File: src/rtl/prog_counter.sv
// Up/down counter with programmable modulus, clock-enable prescaler,
// parallel load and wrap-or-saturate behaviour at the terminal value.
module prog_counter #(
  parameter int unsigned WIDTH    = 24,
  parameter int unsigned MAX      = (WIDTH >= 32) ? 32'hFFFF_FFFF : ((32'd1 << WIDTH) - 32'd1),
  parameter int unsigned PRESCALE = 1,
  parameter bit          SATURATE = 1'b0
) (
  input  logic             Clock,
  input  logic             Resetn,
  input  logic             En,
  input  logic             Up,
  input  logic             Load,
  input  logic [WIDTH-1:0] D,
  output logic [WIDTH-1:0] Q,
  output logic             Tick,
  output logic             TC
);

  localparam int unsigned      PW     = (PRESCALE > 1) ? $clog2(PRESCALE) : 1;
  localparam logic [PW-1:0]    P_LAST = PW'(PRESCALE - 1);
  localparam logic [PW-1:0]    P_ONE  = PW'(1);
  localparam logic [WIDTH-1:0] MAX_W  = WIDTH'(MAX);
  localparam logic [WIDTH-1:0] ONE_W  = WIDTH'(1);

  logic [PW-1:0]    p_q, p_d;
  logic [WIDTH-1:0] q_q, q_d;
  logic             tc_q, tc_d;
  logic             at_limit;

  // Tick deliberately excludes D and Up so it can cascade without long paths.
  assign Tick     = En & ~Load & Resetn & (p_q == P_LAST);
  assign at_limit = Up ? (q_q == MAX_W) : (q_q == '0);

  always_comb begin
    p_d  = p_q;
    q_d  = q_q;
    tc_d = 1'b0;
    if (Load) begin
      q_d = (D > MAX_W) ? MAX_W : D;
      p_d = '0;
    end else if (En) begin
      p_d = (p_q == P_LAST) ? '0 : p_q + P_ONE;
      if (Tick) begin
        tc_d = at_limit;
        if (!at_limit) begin
          q_d = Up ? q_q + ONE_W : q_q - ONE_W;
        end else if (!SATURATE) begin
          q_d = Up ? '0 : MAX_W;
        end
      end
    end
  end

  always_ff @(posedge Clock) begin
    if (!Resetn) begin
      p_q  <= '0;
      q_q  <= '0;
      tc_q <= 1'b0;
    end else begin
      p_q  <= p_d;
      q_q  <= q_d;
      tc_q <= tc_d;
    end
  end

  assign Q  = q_q;
  assign TC = tc_q;

endmodule

File: config.mk
export PLATFORM = sky130hd
export DESIGN_NAME = prog_counter
export DESIGN_NICKNAME = d
export VERILOG_FILES = /design/src/rtl/prog_counter.sv
export SDC_FILE = /design/constraint.sdc
export NUM_CORES = 1
export LEC_CHECK = 0
export CORE_UTILIZATION = 45
export CTS_CLUSTER_DIAMETER = 50
export DETAILED_ROUTE_END_ITERATION = 6
export PLACE_DENSITY = 0.72
export SLEW_MARGIN = 5
export SYNTH_ARGS = -nofsm -noshare
export SYNTH_HDL_FRONTEND = slang
export SYNTH_SLANG_ARGS = --single-unit
File: constraint.sdc
create_clock -name Clock -period 8.2 [get_ports Clock]
set_input_delay 1.64 -clock Clock [delete_from_list [all_inputs] [get_ports Clock]]
set_output_delay 1.64 -clock Clock [all_outputs]
set_load 0.1 [all_outputs]
Yosys cells after proc, flatten, opt, wreduce, memory -nomap -nowiden
Cells that the tools add are included.
- register bits: 26
- input port bits: 29
- output and inout port bits: 26
- add/subtract/negate cells: 3
- bitwise logic cells: 8
- muxes and demuxes: 9
- $lt $le $gt $ge: 1
- reductions and logical operators: 6
- equal/unequal tests: 1
- operators with widths (operator ; count):
    $mux 24 ; 7
    $add 24x1->24 const B ; 1
    $eq 24x24->1 const B ; 1
    $gt 24x24->1 const B ; 1
    $logic_not 24->1 ; 1
    $sub 24x1->24 const B ; 1
    $not 1->1 ; 5
    $reduce_bool 2->1 ; 2
    $reduce_or 4->1 ; 1
    $and 1x1->1 ; 3
    $mux 1 ; 2
    $reduce_and 2->1 ; 1
    $reduce_or 2->1 ; 1
    $add 1x1->1 const B ; 1

Longest topological paths before layout
Gate-level depths: netlist of the first run.
- depth after elaboration: 7
- gate-level depth with buffers: 10
- mapped depth without buffers: 10

Worst setup path after synthesis of the first run
OpenSTA, ideal clock, no wires.
- kind: input port to output port
- start point: input port Load
- end point: output port Tick
- cell stages on the path: 4
- required time: 6.560 ns
- path slack: 3.840 ns
- buffers on the path: 1
- data arrival time: 2.720 ns
- path through: clkbuf_1 > nor2b_1 > nand2_1 > inv_1
- longest elaborated chain between the ends: 4
- ends and longest elaborated chain (what ; RTL line ; RTL):
    start: declaration ; 13 ; input logic Load,
    $not 1->1 ; 32 ; assign Tick = En & ~Load & Resetn & (p_q == P_LAST);
    $and 1x1->1 (3 in a row) ; 32 ;
    end: declaration ; 16 ; output logic Tick,
No other way between the ends.

Final worst setup path of the first run
- start point: input port Resetn
- end point: output port Tick
- longest elaborated chain between the ends: 2
- ends and longest elaborated chain (what ; RTL line ; RTL):
    start: declaration ; 10 ; input logic Resetn,
    $and 1x1->1 (2 in a row) ; 32 ;
No other way between the ends.

==> results.txt, run 1 <==
The run finished with clean final reports. Power spread over the standard cell area amounts to 180 mW/mm^2. The tools report the clock tree skew after final layout as 1.40 ps.

In this run the register-to-register setup slack is 5240 ps. The total wire length is 7650 um. The tools report the capture point of the worst reg-to-reg path as Q[16]. The clock drives 25 sinks. By instance count, the cell type seen most on the critical path is clkdlybuf4s50_1. The via density per instance is 6.17, and the mapped cell area is 0.00250 mm^2. Of all nets on the critical path, the largest fanout is 27. In the layout the commonest cells are 54 x clkdlybuf4s50_1, 37 x nor3_1, 34 x o21ai_0. At the later pin of the worst-skew pair, clock insertion delay measures 260 ps. The data arrival time of the worst path is 4430 ps, and the part of the Yosys area used for sequential elements is 20.0%.

STA classifies the critical path endpoint as a primary output. Global routing used 26.3% of the available tracks. For the pin with the worst max-slew slack, the measured transition is 995 ps. The pre-antenna-repair detailed-routing pass consisted of 5 iterations. The worst path in the final design needs a cycle of 6070 ps, including I/O delays and setup. The post-CTS clock slew at the launch and capture registers of the worst setup and hold paths works out to 90 ps. Global-route wire length before repair: 12,400 um. For the number of instances in the synthesized netlist, the log shows 332. Once detailed placement completed, the half-perimeter wirelength came to 5710 um. When the netlist entered floorplanning its net count stood at 384. For the number of antenna violations at the first check in global routing, the log shows 0. For the required time of the worst setup path, the log shows 6560 ps.

The worst-case IR drop observed on VDD is 0.0000850 V. The die covers 0.00585 mm^2. Derived from the worst setup path, the maximum achievable clock frequency is 165 MHz. The library cell used most frequently in the layout, excluding fill and tap cells, is clkdlybuf4s50_1. The number of hold-repair buffers added at the cts stage is 0, and the final setup violation count is 0. The worst-case setup slack after placement came out at 2180 ps.

The start of the worst register-to-register path was Q[0]. Share of post-route cells with drive strength above 1: 3.99%. The number of placed I/O pins came out at 55. The number of rows in the core area was 26. In the final design database the tool counted 429 nets.

Traced cell by cell, the critical path runs through clkdlybuf4s50_1 -> nor2b_1 -> nand2_1 -> inv_1 -> clkdlybuf4s50_1. The startpoint type of the worst setup path was a primary input. The die width works out to 76.5 um.

The worst slew margin relative to its limit is 33.7%, and the average cell area after synthesis is 7.53 um^2. The tool flagged a number of max-cap violations equal to 0. Setup repair after global routing left no endpoint under its margin. The number of buffers inserted by port buffering works out to 54. The maximum buffer depth of the clock tree is 2. For this configuration, the core starts out at a cell density of 47.7%. In this run, synthesis inferred 0 flip-flops with an integrated enable.

Root buffer selected by CTS: clkbuf_8. The worst hold path begins at Q[4]. The share of synthesized flip-flops with an asynchronous set or reset was 0%; the number of gates resized after cts was 0. The routed layout has 2,753 vias. Counting flops and latches in the post-synthesis netlist gives 25.

Along the worst hold path, the cell count comes to 2. The total setup buffers inserted after CTS was 0. In this design, the stage delay of the slowest critical-path cell is 1140 ps. The total power was 0.563 mW; the remaining number of nets flagged by the antenna check after routing was 0.

Dividing the final minimum period by the clock period gives 74.0%. In the final routed layout, each cell accounts on average for 17.2 um. Total CTS buffers: 3. For the leakage power, the log shows 1.25 nW. The tools report the number of levels in the clock H-tree as 1. The yosys synthesis warning count was 0; the height of the chip was 76.5 um.

For this run the aggregate overflow at the end of global routing stands at 0. Counting distinct cell types in the post-synthesis netlist gives 56. The maximum number of pins on one net before global-route repair was 29; the weighted congestion reported at the end of routability-driven placement was 0.943. The number of antenna diodes in the final layout is 0. The aggregate negative setup slack is 0 ps, and the via count of the first global-routing pass is 2,493. After the first detailed-routing iteration, the DRC count stood at 222.

The category of the most critical setup path is in -> out. The standard cell with the maximum stage delay on the critical path is clkdlybuf4s50_1. The number of cells on the worst reg-to-reg path was 9; the number of max-slew violations in the final report was 0. Among all flip-flop cells after synthesis, the most frequent one is dfxtp_1. The run gives 0 as the final count of hold timing violations.

The run gives 0 as the remaining routing DRC violations. The core region is 0.00524 mm^2. Area overhead of the layout relative to synthesis: 24.9%. The worst hold path belongs to the class reg -> reg.

TritonCTS built the clock tree. For hold timing, the worst endpoint is Q[4]. In the post-route analysis, the smallest setup slack over all paths is 2130 ps.
## layout make-up
cell class                 instances  area, um^2
fill                             496        2120
multi-input combinational        283        1910
timing repair buffer              55         548
sequential                        25         500
tap                               70        87.6
clock buffer                       4        45.0
inverter                           9        33.8
## sequential cells by signal (all words and copies together), names as in the netlist
signal	cells
TC	1
Q	24
## synth_stat cells (2+ instances only)
master / n / share of area [%]
nor3_1: 37 / 7.4
o21ai_0: 34 / 6.8
a21oi_1: 33 / 6.6
dfxtp_1: 25 / 20
ha_1: 22 / 11
nor2_1: 17 / 2.6
nand2_1: 16 / 2.4
clkbuf_1: 13 / 2.0
inv_1: 9 / 1.4
nand4_1: 9 / 2.3
xnor2_1: 8 / 2.8
nand3_1: 7 / 1.4
o211ai_1: 7 / 2.1
xor2_1: 7 / 2.5
a21o_1: 6 / 1.8
nor4_1: 6 / 1.5
o21a_1: 6 / 1.8
a211o_1: 5 / 1.8
a211oi_1: 5 / 1.5
a31oi_1: 5 / 1.3
or3_1: 5 / 1.3
and3_1: 3 / 0.75
mux2i_1: 3 / 1.2
nand2b_1: 3 / 0.75
o21bai_1: 3 / 0.90
nand3b_1: 2 / 0.60
nor2b_1: 2 / 0.50
nor3b_1: 2 / 0.60
o211a_1: 2 / 0.80
o31a_1: 2 / 0.70
o31ai_1: 2 / 0.60
or2_2: 2 / 0.50
## metrics by stage
stage          std cells  hold slack [ps]  instance area, um^2  utilization (%)
2_1_floorplan        332             1050                 2500                -
3_3_place_gp         442              647                 3080             58.7
3_5_place_dp         442              659                 3080             58.7
4_1_cts              446              670                 3120             59.6
5_1_grt              446              725                 3120             59.6
6_report             446              671                 3120             59.6
## how the worst max path moves through the flow
| stage | startpoint | to | slack, ps | depth (start not counted) |
|---|---|---|---|---|
| global route | Resetn | Tick | 2010 | 5 |
| CTS | Resetn | Tick | 2170 | 5 |
| detailed placement | Resetn | Tick | 2180 | 5 |
| floorplan | Load | Tick | 3840 | 4 |
| global placement | Resetn | Tick | 2230 | 5 |
| finish | Resetn | Tick | 2130 | 5 |
## cells by family after synthesis
| group | count (synthesis) | synth area share, % |
|---|---|---|
| compound gates | 126 | 33.6 |
| simple gates | 115 | 24.0 |
| flops | 25 | 20.0 |
| buf+inv | 24 | 3.66 |
| fa+ha+maj | 23 | 11.8 |
| xor+xnor | 15 | 5.26 |
| mux | 4 | 1.65 |
## per-layer routing
metal  wire length, um  GRT usage [%]
met5                 0              0
met4                65           5.96
met3               405           1.92
met2              3470           43.8
met1              3720           36.6
## worst max-delay path, delay by kind of cell
| family | cells | cell delay [ps] |
|---|---|---|
| and+or+nand+nor | 2 | 450 |
| buffers and inverters | 3 | 2330 |
## where the power goes
part / leakage, nW / switching (mW) / total (mW) / internal [mW]
combinational: 1.02 / 0.216 / 0.330 / 0.114
clock: 0.0228 / 0.0390 / 0.0738 / 0.0347
sequential: 0.209 / 0.0236 / 0.159 / 0.135
total: 1.25 / 0.279 / 0.563 / 0.284
(Power assumes the default switching activity.)
==> inputs of run 2 (changes only) <==
--- a/config.mk
+++ b/config.mk
@@ -8,7 +8,7 @@
 export CORE_UTILIZATION = 45
 export CTS_CLUSTER_DIAMETER = 50
 export DETAILED_ROUTE_END_ITERATION = 6
-export PLACE_DENSITY = 0.72
+export PLACE_DENSITY = 0.75
 export SLEW_MARGIN = 5
 export SYNTH_ARGS = -nofsm -noshare
 export SYNTH_HDL_FRONTEND = slang
==> constraint.sdc (replaced) <==
create_clock -name Clock -period 5.2 [get_ports Clock]
set_input_delay 1.04 -clock Clock [delete_from_list [all_inputs] [get_ports Clock]]
set_output_delay 1.04 -clock Clock [all_outputs]
set_load 0.1 [all_outputs]
==> run 2 against run 1 <==
Core utilization up 0.53 points. Flip-flop and latch count unchanged. Clock power up 72%. Via count up 2.0%. Routed wire length up 2.6%. Register-to-register slack worse by 2900 ps. Worst setup slack worse by 1100 ps. Combinational power up 57%. Critical path depth up 6. Die area unchanged. Critical endpoint is now Q[16].
==> results.txt, run 2 (synthesized netlist as in run 1, its figures left out) <==
The flow ran to the end, and the final reports show no timing, DRC or antenna violations. The flip-flop count of the largest register, all copies and words added is 24 (unchanged). Setup repair after global routing left no endpoint under its margin. The library cell used most frequently in the layout, excluding fill and tap cells, is clkdlybuf4s50_1. The final HPWL from detailed placement was 5820 um (+1.9%); the share of the core filled with cells was 60.1% (+0.53 points).

The tools report the number of rows in the core area as 26 (unchanged). Number of optimization iterations in the first detailed-route pass: 4 (-1). Type of the most critical hold path: reg -> reg. The run gives 34.6% (+0.96 points) as the worst slew margin relative to its limit. Total wire length: 7850 um (+2.6%).

The total number of vias is 2,808 (+2.0%), and the final count of hold timing violations is 0 (unchanged). The initial core utilization was 47.7% (unchanged). The largest stage delay on the critical path works out to 500 ps (-640 ps). The weighted congestion reported at the end of routability-driven placement was 0.884 (-6.2%). The tools report the via count of the first global-routing pass as 2,732 (+9.6%). The logs give 7.02 ps (+5.62 ps) for the clock tree skew after final layout and 0 (unchanged) for the diode insertion count for antenna repair.

The tools report the maximum buffer depth of the clock tree as 2 (unchanged). Standard cell with the maximum stage delay on the critical path: clkdlybuf4s50_1. The height of the chip was 76.5 um (unchanged). The die width was 76.5 um (unchanged); the maximum number of pins on one net before global-route repair was 29 (unchanged). Worst supply voltage drop on vdd: 0.000143 V (+69%). Power density over cell area: 285 mW/mm^2 (+58%). The run gives 654 ps (-16.2 ps) as the tightest hold margin. Area of the die: 0.00585 mm^2 (unchanged). The leakage power was 1.27 nW (+1.6%). The logs give 0.897 mW (+59%) for the total power and 55 (unchanged) for the number of placed I/O pins.

The maximum fanout count along the critical path is 15 (-44%). TritonCTS built the clock tree. The run gives 280 ps (+20 ps) as the worst-skew pair later-pin latency.

The signal on the critical path passes through clkdlybuf4s50_1 -> inv_1 -> buf_4 -> ha_1 -> a211o_1 -> o2111ai_2 -> a31oi_1 -> o311a_2 -> o21a_1 -> o311ai_1 -> a211oi_1. The post-CTS clock slew at the launch and capture registers of the worst setup and hold paths was 100 ps (about the same); the number of max-cap violations was 0 (unchanged). The share of the clock period used by the worst path after layout was 80.2%. The number of max-slew violations in the final report was 0 (unchanged). The run gives 450 (+0.90%) as the post-route non-filler standard cell count. The share of post-route cells with drive strength above 1 works out to 5.26% (+1.3 points).

For the total global routing track utilization, the log shows 27.9% (+1.6 points). Final setup violation count: 0 (unchanged). The category of the most critical setup path was in -> reg.

The slew at the pin closest to its max-slew limit was 978 ps (-17.4 ps). Routed length per instance: 17.4 um (+1.7%). The logs give 433 (+0.93%) for the post-layout net count and 3 (unchanged) for the total CTS buffers. The remaining routing DRC violations was 0 (unchanged).

The number of sinks on the clock net is 25 (unchanged), and the remaining number of nets flagged by the antenna check after routing is 0 (unchanged). The aggregate negative setup slack came out at 0 ps (unchanged). The library cells used most frequently in the layout, excluding fill and tap cells, are 53 x clkdlybuf4s50_1, 37 x nor3_1, 34 x o21ai_0.

The run gives 1 (unchanged) as the number of levels in the clock H-tree. The tools report the initial DRC count as 209 (-5.9%). The area overhead of the layout relative to synthesis is 26.0%, and the shortest period the worst path allows is 4170 ps.

For the number of hold-repair buffers added at the cts stage, the log shows 0 (unchanged). For the layout filler cell count, the log shows 508 (+2.4%). The via density per instance is 6.24 (+1.1%). The total grt overflow was 0 (unchanged); the core footprint was 0.00524 mm^2 (unchanged). The logs give 0 (unchanged) for the number of antenna violations at the first check in global routing and 0 (unchanged) for the total setup buffers inserted after CTS.

The run gives 13,300 um (+7.1%) as the global-route wire length before repair. The tools report the number of gates resized after cts as 0 (unchanged). The worst setup path is launched from a primary input. The tree is rooted in a clkbuf_8.

The total instance count after detailed placement was 446 (+0.90%). The required time of the worst setup path was 5340 ps (-1220 ps); the number of buffers inserted by port buffering was 54 (unchanged). Endpoint class of the critical path: a flip-flop. Timing would allow up to 240 MHz.

Data arrival time of the worst path: 4320 ps (-110 ps).
-- run 2: through the flow --
stage,area (um^2),setup WS [ps]
6_report,3150,1030
5_1_grt,3150,884
4_1_cts,3150,1110
3_5_place_dp,3100,825
3_3_place_gp,3100,971
2_1_floorplan,2500,1650
-- run 2: area by class of cell --
cell class              count  area [um^2]  share of cell area [%]
well taps                  70         87.6                    2.78
flip-flops and latches     25          500                    15.9
inverters                   9         33.8                    1.07
clock buffers               4         45.0                    1.43
multi-input cells         283         1910                    60.5
repair buffers             59          576                    18.3
-- run 2: final timing paths --
path         from    end  slack, ps  cells past startpoint
max reg2reg  Q[0]  Q[16]       2330                      9
max            Up  Q[16]       1030                     11
min          Q[9]   Q[9]        650                      2
min reg2reg  Q[9]   Q[9]        650                      2
-- run 2: report_power, final --
part           internal (mW)  total (mW)  switching [mW]
clock                 0.0551       0.127          0.0722
sequential             0.214       0.250          0.0368
combinational          0.181       0.519           0.339
total                  0.449       0.897           0.448
-- run 2: critical path: cells and delay by family --
| kind | cells | cell delay, ps |
|---|---|---|
| buf+inv | 3 | 1250 |
| compound gates | 7 | 1720 |
| fa+ha+maj | 1 | 290 |
-- run 2: metal layers --
metal,up-vias,GRT usage (%),routed length [um]
met5,-,0,0
met4,0,7.50,87
met3,8,2.40,397
met2,79,48.2,3700
met1,1334,36.8,3670
li1,1387,-,-
==> inputs of run 3 (changes only) <==
==> constraint.sdc (replaced) <==
create_clock -name Clock -period 3.6 [get_ports Clock]
set_input_delay 0.72 -clock Clock [delete_from_list [all_inputs] [get_ports Clock]]
set_output_delay 0.72 -clock Clock [all_outputs]
set_load 0.1 [all_outputs]
==> run 3 against run 2 <==
Via count increased by 2.4%. Global-route usage increased by 0.87 points. First-iteration DRC count decreased by 2.4%. Clock power increased by 46%. Worst setup slack got worse by 830 ps. Routed wire length increased by 2.9%. Non-clock buffer count increased by 22. Combinational power increased by 51%. Final cell count increased by 4.9%. Sequential power increased by 45%. Clock skew decreased by 1.3 ps. Critical path type unchanged.
==> results.txt, run 3 (synthesized netlist as in run 1, its figures left out) <==
The run finished with clean final reports. For the maximum buffer depth of the clock tree, the log shows 2 (unchanged). The number of max-slew violations in the final report is 0 (unchanged). The standard cell with the maximum stage delay on the critical path is clkdlybuf4s50_1. Area overhead of the layout relative to synthesis: 33.7%. The number of placed I/O pins came out at 55 (unchanged).

Walking the worst path, the cells encountered are clkdlybuf4s50_1 -> inv_1 -> buf_12 -> ha_1 -> o21ai_0 -> o21bai_1 -> o2111ai_2 -> a31oi_1 -> o21ai_0 -> a21oi_1 -> mux2_2 -> nand3_1. In this design, the largest share of critical-path delay is due to compound AO/OA/AOI/OAI gates. The tools report the startpoint type of the worst setup path as a primary input. The total buffers and inverters traversed by the critical path is 3 (unchanged).

The highest metal layer carrying signal wires in the routed design is met4. The run gives 0 ps (unchanged) as the aggregate negative setup slack. The share of the core filled with cells was 63.8% (+3.7 points); the final HPWL from detailed placement was 6190 um (+6.3%). The total setup buffers inserted after CTS came out at 0 (unchanged). The slew at the pin closest to its max-slew limit works out to 1190 ps (+209 ps). The run gives 280 ps (about the same) as the worst-skew pair later-pin latency. The leakage power is 1.38 nW (+9.2%), and the routed wire length on met2 is 3720 um (+0.73%). The run gives 20.9% (-14 points) as the worst slew margin relative to its limit. The die width works out to 76.5 um (unchanged). The share of post-route cells with drive strength above 1 was 10.9% (+5.7 points). The logs give 0 (unchanged) for the number of antenna violations at the first check in global routing and 2,825 (+3.4%) for the via count of the first global-routing pass.

The type of the most critical hold path is reg -> reg. Total power: 1.33 mW (+49%). In the layout the commonest cells are 52 x clkdlybuf4s50_1, 37 x nor3_1, 34 x o21ai_0.

The flip-flop count of the largest register, all copies and words added is 24 (unchanged), and the remaining routing DRC violations is 0 (unchanged). Setup repair after global routing left no endpoint under its margin. The logs give 455 (+5.1%) for the post-layout net count and 294 MHz for the maximum operating frequency. The logs give 3 (unchanged) for the total CTS buffers and 0 (unchanged) for the final count of hold timing violations. The total global routing track utilization is 28.7% (+0.87 points), and the number of cells on the worst reg-to-reg path is 9 (unchanged). The number of gates resized after cts was 0 (unchanged); the via density per instance was 6.09 (-2.4%). The total number of vias was 2,875 (+2.4%); the number of rows in the core area was 26 (unchanged). The weighted congestion reported at the end of routability-driven placement is 0.916 (+3.6%), and the number of cells on the worst hold path is 2 (unchanged).

For the met3 wire length, the log shows 396 um (-0.25%). The tools report the worst-case setup slack after placement as -15.7 ps (-841 ps). The tools report the post-route non-filler standard cell count as 472 (+4.9%). The logs give 25 (unchanged) for the number of sinks on the clock net and 3830 ps (-1510 ps) for the required time of the worst setup path. The tools report the data arrival time of the worst path as 3630 ps (-690 ps). Leaving out fill and tap cells, the most frequent cell in the layout is clkdlybuf4s50_1. The final setup violation count is 0 (unchanged), and the height of the chip is 76.5 um (unchanged).

The post-CTS clock slew at the launch and capture registers of the worst setup and hold paths was 110 ps (about the same); the core footprint was 0.00524 mm^2 (unchanged). The initial core utilization is 47.7% (unchanged), and the sum of routed wire segments on met1 is 3850 um (+5.0%). The tools report the worst supply voltage drop on vdd as 0.000278 V (+94%). The tools report the maximum number of pins on one net before global-route repair as 28 (-3.4%).

The tree is rooted in a clkbuf_8. The total wire length was 8080 um (+2.9%); the diode insertion count for antenna repair was 0 (unchanged). TritonCTS built the clock tree.

The setup slack of the critical path after layout is 201 ps (-826 ps), and the number of buffers inserted by port buffering is 54 (unchanged). Endpoint class of the critical path: a flip-flop. The total instance count after detailed placement was 468 (+4.9%); the maximum fanout count along the critical path was 14 (-1). The power density over cell area works out to 399 mW/mm^2 (+40%).

For the finished layout, the period the worst path requires is 3400 ps. Remaining number of nets flagged by the antenna check after routing: 0 (unchanged). The largest stage delay on the critical path came out at 500 ps (about the same). The critical path's most frequent cell was o21ai_0. Critical path depth in cells: 12 (+1).

The run gives 13,700 um (+3.2%) as the global-route wire length before repair. The critical path is of the in -> reg type. The logs give 0.00585 mm^2 (unchanged) for the area of the die and 1 (unchanged) for the number of levels in the clock H-tree. The final critical path takes up 94.4% of the cycle. The number of optimization iterations in the first detailed-route pass was 4 (unchanged); the total grt overflow was 0 (unchanged). The number of hold-repair buffers added at the cts stage was 0 (unchanged). The initial DRC count was 204 (-2.4%); the number of max-cap violations was 0 (unchanged). The clock tree skew after final layout is 5.69 ps (-1.33 ps), and the routed length per instance is 17.1 um (-1.9%).
run 3: report_power, final:
group          internal, mW  switching (mW)  leakage (nW)
combinational         0.290           0.494          1.15
clock                0.0788           0.108        0.0217
sequential            0.309          0.0545         0.209
run 3: layout make-up:
cell class | count | area [um^2]
clock buffers | 3 | 41.3
clock inverters | 1 | 7.51
fillers | 488 | 1900
inverters | 9 | 33.8
multi-input cells | 283 | 1910
flip-flops and latches | 25 | 500
well taps | 70 | 87.6
repair buffers | 81 | 763
run 3: metal layers:
layer,vias up,GRT usage [%]
li1,1426,-
met1,1349,40.4
met2,90,46.4
met3,10,2.63
met4,0,8.08
met5,-,0
run 3: path summary, 6_finish.rpt:
kind / startpoint / end / slack [ps]
hold / removal: Q[5] / Q[5] / 670
setup reg to reg: Q[0] / Q[16] / 870
setup / recovery: Up / Q[22] / 200
hold reg to reg: Q[5] / Q[5] / 670
run 3: metrics by stage:
stage          instance area [um^2]  hold WS [ps]
6_report                       3340           667
5_1_grt                        3340           712
4_1_cts                        3340           666
3_5_place_dp                   3290           652
3_3_place_gp                   3290           626
2_1_floorplan                  2500           853
run 3: tightest hold or removal path, stage by stage (launching register included):
cell and delay [ps]:
dfxtp_1 370, nor3_1 190, nor3_1 70
